**config.mk**
```make
export PLATFORM = sky130hd
export DESIGN_NAME = shift_req_queue
export DESIGN_NICKNAME = d
export VERILOG_FILES = /design/src/rtl/shift_req_queue.sv
export SDC_FILE = /design/constraint.sdc
export NUM_CORES = 1
export LEC_CHECK = 0
export BUFFER_PORTS_ARGS = -buffer_cell sky130_fd_sc_hd__buf_2
export CAP_MARGIN = 20
export CORE_MARGIN = 5
export CORE_UTILIZATION = 40
export CTS_CLUSTER_SIZE = 8
export DETAILED_ROUTE_END_ITERATION = 10
export SLEW_MARGIN = 15
export SYNTH_ARGS = -nofsm -noshare
export SYNTH_HDL_FRONTEND = slang
export SYNTH_SLANG_ARGS = --single-unit
```
**constraint.sdc**
```tcl
create_clock -name clk -period 19.7 [get_ports clk]
set_clock_uncertainty 0.2 [all_clocks]
set_input_delay 4.925 -clock clk [delete_from_list [all_inputs] [get_ports clk]]
set_output_delay 4.925 -clock clk [all_outputs]
set_load 0.005 [all_outputs]
```
**src/rtl/shift_req_queue.sv**
```systemverilog
// shift_req_queue
//   Request-side buffer in front of the combinational shifter_32. Shift
//   requests {operand, amount, type} are queued in a DEPTH-entry FIFO. The
//   head entry is driven onto sh_* and the shifter result (sh_z) is captured
//   into a single registered output slot.
//
// Ports
//   clk, rst              rising-edge clock, async active-high reset
//   in_valid/in_ready     request handshake; in_a/in_amt/in_type = request
//   sh_a/sh_amt/sh_type   head request to shifter_32 (from FIFO registers)
//   sh_z                  shifter_32 result, same cycle
//   out_valid/out_ready   result handshake; out_z result, out_zero (out_z==0)
//   count                 FIFO occupancy, 0..DEPTH
module shift_req_queue #(
   parameter  int DEPTH = 4,
   localparam int CW    = $clog2(DEPTH+1)
) (
   input  logic          clk,
   input  logic          rst,
   input  logic          in_valid,
   output logic          in_ready,
   input  logic [31:0]   in_a,
   input  logic [4:0]    in_amt,
   input  logic [1:0]    in_type,
   output logic [31:0]   sh_a,
   output logic [4:0]    sh_amt,
   output logic [1:0]    sh_type,
   input  logic [31:0]   sh_z,
   output logic          out_valid,
   input  logic          out_ready,
   output logic [31:0]   out_z,
   output logic          out_zero,
   output logic [CW-1:0] count
);

   localparam int AW = $clog2(DEPTH);

   typedef struct packed {
      logic [31:0] a;
      logic [4:0]  amt;
      logic [1:0]  typ;
   } req_t;

   req_t          mem [DEPTH];
   logic [AW-1:0] wr_ptr;
   logic [AW-1:0] rd_ptr;
   logic          push;
   logic          advance;
   req_t          head;

   // Full is judged on the registered count only, so a full FIFO refuses a
   // request even in a cycle where it also pops.
   assign in_ready = (count != CW'(DEPTH));
   assign push     = in_valid & in_ready;
   // The slot can take a new result when empty or when it is being drained.
   assign advance  = (count != '0) & (~out_valid | out_ready);

   // Storage is reset, so the head read is never X even when the FIFO is empty.
   assign head    = mem[rd_ptr];
   assign sh_a    = head.a;
   assign sh_amt  = head.amt;
   assign sh_type = head.typ;

   always_ff @(posedge clk or posedge rst) begin
      if (rst) begin
         for (int i = 0; i < DEPTH; i++) mem[i] <= '0;
         wr_ptr <= '0;
      end else if (push) begin
         mem[wr_ptr] <= '{a: in_a, amt: in_amt, typ: in_type};
         wr_ptr      <= wr_ptr + AW'(1);   // power-of-two depth: natural wrap
      end
   end

   always_ff @(posedge clk or posedge rst) begin
      if (rst) begin
         rd_ptr    <= '0;
         out_valid <= 1'b0;
         out_z     <= '0;
         out_zero  <= 1'b0;
      end else if (advance) begin
         out_z     <= sh_z;
         out_zero  <= (sh_z == '0);
         out_valid <= 1'b1;
         rd_ptr    <= rd_ptr + AW'(1);
      end else if (out_valid & out_ready) begin
         out_valid <= 1'b0;                // data holds, only valid drops
      end
   end

   always_ff @(posedge clk or posedge rst) begin
      if (rst)                   count <= '0;
      else if (push & ~advance)  count <= count + CW'(1);
      else if (advance & ~push)  count <= count - CW'(1);
   end

endmodule

```
Word-level counts from Yosys, hierarchy flattened
Cells that the tools add are included.
{"block": "classes", "addsub": 4, "n_lt_le_gt_ge": 3, "eq_ne": 1, "n_mux": 10, "bitwise": 11, "reduce_logical": 5}
{"op": "156-bit bitwise mux", "count": 1}
{"op": "39-bit 2-to-1 mux", "count": 3}
{"op": "39-bit binary-select mux with 2-bit select", "count": 1}
{"op": "39-bit demux with 2-bit select", "count": 1}
{"op": "32-bit zero test", "count": 1}
{"op": "3-bit >= comparator, second input constant", "count": 2}
{"op": "3-bit 2-to-1 mux", "count": 2}
{"op": "2-bit NOT with 3-bit output", "count": 2}
{"op": "1-bit bitwise AND", "count": 5}
{"op": "2-bit by 1-bit adder with 2-bit output, second input constant", "count": 2}
{"op": "2-bit nonzero test", "count": 2}
{"op": "3-bit by 1-bit adder with 3-bit output, second input constant", "count": 1}
{"op": "3-bit by 1-bit less-than comparator with 1-bit output, second input constant", "count": 1}
{"op": "3-bit inequality test, second input constant", "count": 1}
{"op": "1-bit NOT", "count": 3}
{"op": "3-bit nonzero test", "count": 1}
{"op": "3-bit by 1-bit subtractor with 3-bit output, second input constant", "count": 1}
{"op": "1-bit 2-to-1 mux", "count": 2}
{"op": "1-bit logical AND", "count": 1}
{"op": "1-bit OR", "count": 1}
{"block": "totals", "regBits": 197, "inputBits": 75}

Logic depth before layout (Yosys ltp)
{"block": "logic_depth", "depth_word": 6, "ltp_mapped": 10}

Worst setup path after synthesis
No wires, ideal clock.
{"block": "synth_path", "path_kind": "in2reg", "from": "input port out_ready", "to": "register count[2]", "setup_ns": 0.079, "t_arrival_ns": 6.425, "path_slack_ns": 12.996, "stages": 9, "path_cell_list": "nand2b_1 nand2_2 buf_4 ha_1 inv_1 fa_1 xor2_1 nor2_1 xor2_1"}
{"block": "synth_between", "elab_chain_len": 5}
{"item": "start, declared", "line_no": "30", "text": "input logic out_ready,"}
{"item": "1-bit OR *", "line_no": "56", "text": "assign advance = (count != '0) & (~out_valid | out_ready);"}
{"item": "1-bit bitwise AND *", "line_no": "56"}
{"item": "1-bit NOT", "line_no": "92", "text": "else if (push & ~advance) count <= count + CW'(1);"}
{"item": "1-bit bitwise AND", "line_no": "92"}
{"item": "3-bit 2-to-1 mux / 2-bit nonzero test (equally long branches)"}
{"item": "end signal, assigned", "line_no": "92"}
{"item": "end signal, assigned", "line_no": "93", "text": "else if (advance & ~push) count <= count - CW'(1);"}
{"item": "end, declared", "line_no": "33", "text": "output logic [CW-1:0] count"}
Mark *: on every way between the ends. The rest lies on a longest branch, timed or not.
A chain may end at the register's enable or synchronous reset.

Final worst setup path
{"block": "layout_path", "from": "register rd_ptr[0]", "to": "output port sh_a[6]"}
{"block": "layout_between", "elab_chain_len": 4}
{"item": "start, declared", "line_no": "46", "text": "logic [AW-1:0] rd_ptr;"}
{"item": "start signal, assigned", "line_no": "84", "text": "rd_ptr <= rd_ptr + AW'(1);"}
{"item": "2-bit NOT with 3-bit output (implied by the code)", "line_no": "59", "text": "assign head = mem[rd_ptr];"}
{"item": "39-bit binary-select mux with 2-bit select", "line_no": "59"}
{"item": "39-bit 2-to-1 mux (implied by the code) (2 in series)", "line_no": "59"}
{"item": "end, declared", "line_no": "25", "text": "output logic [31:0] sh_a,"}
No other way between the ends. The select of a mux whose other input is x is not followed.

==> parameters.txt <==
Parameter                              Value

Outcome
  Run status    completed

Clock tree
  Clock Root Buffer    sky130_fd_sc_hd__clkbuf_16
  Worst-path clk slew    0.07 ns
  Post-CTS setup buffer count    0
  Total number of H-tree levels    4
  Worst-case clock buffer depth    2
  Post-CTS Hold Buffers    0
  Number of clock buffers inserted by TritonCTS    17
  Clock latency at the later pin of the worst-skew pair    ~0.42 ns
  Clock sink count    197
  CTS-repair resized insts    0
  TritonCTS clock tree    done

Routing
  Top layer reached by signal wires    met4
  DRC violation total after the first TritonRoute iteration    186
  Residual antenna-violating net count after detailed routing    0
  Wire length per cell after detailed routing    19.8 µm
  Via count normalized by instance count    5.16
  Post-Route M1 WL    between 8000 and 9000 µm
  Routed wl met3    between 1000 and 1500 µm
  DRC errors left    0
  Drt first pass iters    4
  Wire length on met2    8840 µm
  Wirelength, routed    18,500 µm
  DR vias    4,823

Yosys
  Number of warning messages in the yosys log    0
  Synth top area share    56.8%
  Synth top area cells    sky130_fd_sc_hd__dfrtp_1, sky130_fd_sc_hd__mux2_2, sky130_fd_sc_hd__mux4_2
  Number of synthesized register bits    approximately 200
  Number of enable flip-flop cells after synthesis    0
  Net count of the mapped netlist    ~580
  Per-instance average area after synthesis    17.5 µm²
  Synth area leader    sky130_fd_sc_hd__dfrtp_1
  Combined area of all synthesized cells    8680 µm²
  Share of synthesized area occupied by flip-flops and latches    56.8%
  Fraction of synthesis flops using an asynchronous set or reset pin    100%
  Dominant cell by count in the synthesized netlist    sky130_fd_sc_hd__dfrtp_1
  Primary flip-flop cell chosen by synthesis mapping    sky130_fd_sc_hd__dfrtp_1
  Count of mapped cells out of synthesis    496
  Number of distinct library cells after synthesis    27
  Top post-synthesis cells by count    sky130_fd_sc_hd__dfrtp_1, sky130_fd_sc_hd__mux2_2, sky130_fd_sc_hd__mux2_4, sky130_fd_sc_hd__mux4_2, sky130_fd_sc_hd__buf_4

Flow run
  Total of max-cap violations    0

Global route
  Gr ovfl total    0
  Maximum number of pins on one net before global-route repair    130
  Global-route wire length before repair    between 30,000 and 40,000 µm
  Number of antenna violations at the first check in global routing    1
  Number of global-route vias before repair    5,605
  Tot GR Track Use    15.7%

Critical path
  Worst r2r src    count[0]$_DFFE_PP0P_
  Endpoint of the most critical setup path    sh_a[6]
  Worst path max stage delay    1.01 ns
  Arr. time, crit path    2.24 ns
  Startpoint kind of the worst setup timing path    flop
  Crit Path Category    flop to primary output
  Number of cell instances on the worst register-to-register path    8
  Critical Path Fanout Max    41
  Start point of the critical path    rd_ptr[0]$_DFFE_PP0P_
  Critical Path End Type    primary output
  Worst reg2reg path endpoint    count[2]$_DFFE_PP0P_
  Slowest CP cell    sky130_fd_sc_hd__dfrtp_4
  Data required time at the worst endpoint    between 10 and 15 ns
  List of cells traversed by the critical path    mux4_2 -> buf_2
  Register-to-register setup slack    16.70 ns

Worst hold path
  Kind of path behind the tightest hold check    flop to flop

STA
  Upper clock frequency limit    136 MHz
  Worst slew pin tran    0.896 ns
  Unrepaired setup endpoints after global routing    false
  Rel. slew slack    40.2%
  Final min period    7.36 ns
  Count of endpoints failing hold in the final timing report    0
  Accumulated negative setup slack    0 ns
  Final Cycle Share    37.4%
  Number of failing setup endpoints in the final timing report    0
  Final max-slew violation count    0

Place
  Total of buffers placed on input and output ports    around 150
  Placed inst area    9580 µm²
  Hpwl dp    12,100 µm
  Weighted congestion at the end of routability-driven global placement    about 0.74

Finish
  Register area    4930 µm²
  Layout area overhead    17.1%
  Layout net count    724
  Area occupied by multi-input gates    3470 µm²
  Post-route cell area    10,200 µm²
  Filler Cells Inserted    1,815
  Share of post-route cells with drive strength above 1    64.6%

Die
  Number of cell rows    53
  DIE HEIGHT    roughly 160 µm
  Area of the core region    21,200 µm²
  Initial standard-cell utilization of the core    40.9%
  Number of top-level design ports    152
  Horizontal extent of the die    157 µm
  Die area    ~25,000 µm²

Pwr
  Static leakage    4.63 nW
  Peak supply drop    0.0905 mV
  Power density relative to cell area    between 150 and 200 nW/µm²
critical path: cells and delay by family (launching register included):
family / cells / cell delay, ns
flops: 1 / 1.01
mux: 1 / 0.62
buf+inv: 1 / 0.15
worst min path at each step:
stage	startpoint	to	slack (ns)	cells past startpoint
after floorplan	mem[51]$_DFFE_PP0P_	mem[51]$_DFFE_PP0P_	0.27	1
after global placement	rd_ptr[1]$_DFFE_PP0P_	rd_ptr[1]$_DFFE_PP0P_	0.25	1
after detailed placement	rd_ptr[1]$_DFFE_PP0P_	rd_ptr[1]$_DFFE_PP0P_	0.27	1
after CTS	rd_ptr[1]$_DFFE_PP0P_	rd_ptr[1]$_DFFE_PP0P_	0.28	1
after global routing	rd_ptr[1]$_DFFE_PP0P_	rd_ptr[1]$_DFFE_PP0P_	0.29	1
final	rd_ptr[1]$_DFFE_PP0P_	rd_ptr[1]$_DFFE_PP0P_	0.27	1
registers in the layout (all words and copies together) (netlist names):
| register | count |
|---|---|
| mem | 156 |
| out_z | 32 |
| count | 3 |
| rd_ptr | 2 |
| wr_ptr | 2 |
| out_valid | 1 |
| out_zero | 1 |
power by group:
| group | total, W | internal [W] | switching (W) |
|---|---|---|---|
| combinational | 0.000696 | 0.000442 | 0.000255 |
| sequential | 0.000735 | 0.000607 | 0.000128 |
| clock | 0.000341 | 0.000191 | 0.000150 |
layout make-up:
class | count | share of cell area [%]
diodes | 3 | 0.0739
clock buffers | 21 | 4.44
clock inverters | 11 | 1.21
inverters | 5 | 0.259
multi-input cells | 265 | 34.2
flip-flops and latches | 197 | 48.6
well taps | 275 | 3.39
repair buffers | 157 | 7.88
per-stage QoR:
step | total power, W | cells | utilization, % | hold WS [ns] | worst slack, ns
2_1_floorplan | 0.00122 | 496 | - | 0.274 | 9.21
3_3_place_gp | 0.00142 | 899 | 45.1 | 0.254 | 12.43
3_5_place_dp | 0.00145 | 899 | 45.1 | 0.266 | 12.37
4_1_cts | 0.00180 | 931 | 47.8 | 0.275 | 12.24
5_1_grt | 0.00189 | 932 | 47.8 | 0.291 | 12.16
6_report | 0.00177 | 934 | 47.9 | 0.268 | 12.34
metal layers:
layer	track usage (%)	vias to the layer above
li1	-	2133
met1	21.0	2545
met2	24.8	133
met3	5.39	12
met4	4.10	0
met5	0	-
logic make-up (layout without fill, tap and decap cells):
kind of cell,count (synthesis),in the layout,synth area share [%]
AO/OA/AOI/OAI,2,2,0.202
XOR/XNOR,6,6,0.606
adder cells (fa/ha/maj),6,6,0.952
buffers and inverters,34,194,3.19
flip-flops,197,197,56.8
multiplexers,229,229,36.5
other,0,3,0
AND/OR/NAND/NOR,22,22,1.72
cells in the final DEF (no fill, tap or decap):
cell type,instances
sky130_fd_sc_hd__o31ai_1,1
sky130_fd_sc_hd__clkinvlp_4,1
sky130_fd_sc_hd__ha_1,5
sky130_fd_sc_hd__nor4_1,8
sky130_fd_sc_hd__inv_1,4
sky130_fd_sc_hd__bufinv_16,2
sky130_fd_sc_hd__mux2_2,150
sky130_fd_sc_hd__clkbuf_16,17
sky130_fd_sc_hd__or3b_1,1
sky130_fd_sc_hd__clkbuf_8,1
sky130_fd_sc_hd__mux4_2,39
sky130_fd_sc_hd__clkbuf_1,3
sky130_fd_sc_hd__nand3_1,1
sky130_fd_sc_hd__nand3_2,4
sky130_fd_sc_hd__dfrtp_2,1
sky130_fd_sc_hd__dfrtp_1,195
sky130_fd_sc_hd__a21bo_2,1
sky130_fd_sc_hd__clkinv_4,1
sky130_fd_sc_hd__buf_4,6
sky130_fd_sc_hd__nand4_1,2
sky130_fd_sc_hd__mux2_4,40
sky130_fd_sc_hd__xor2_1,2
sky130_fd_sc_hd__xnor2_1,4
sky130_fd_sc_hd__diode_2,3
sky130_fd_sc_hd__inv_6,3
sky130_fd_sc_hd__nand2_1,1
sky130_fd_sc_hd__nor2_1,1
sky130_fd_sc_hd__dfrtp_4,1
sky130_fd_sc_hd__clkinv_2,4
sky130_fd_sc_hd__fa_1,1
sky130_fd_sc_hd__buf_2,151
sky130_fd_sc_hd__or3_1,1
sky130_fd_sc_hd__nand2b_1,2
sky130_fd_sc_hd__inv_8,1
sky130_fd_sc_hd__nand2_2,1
No activity file was read; power rests on OpenSTA's default activity.
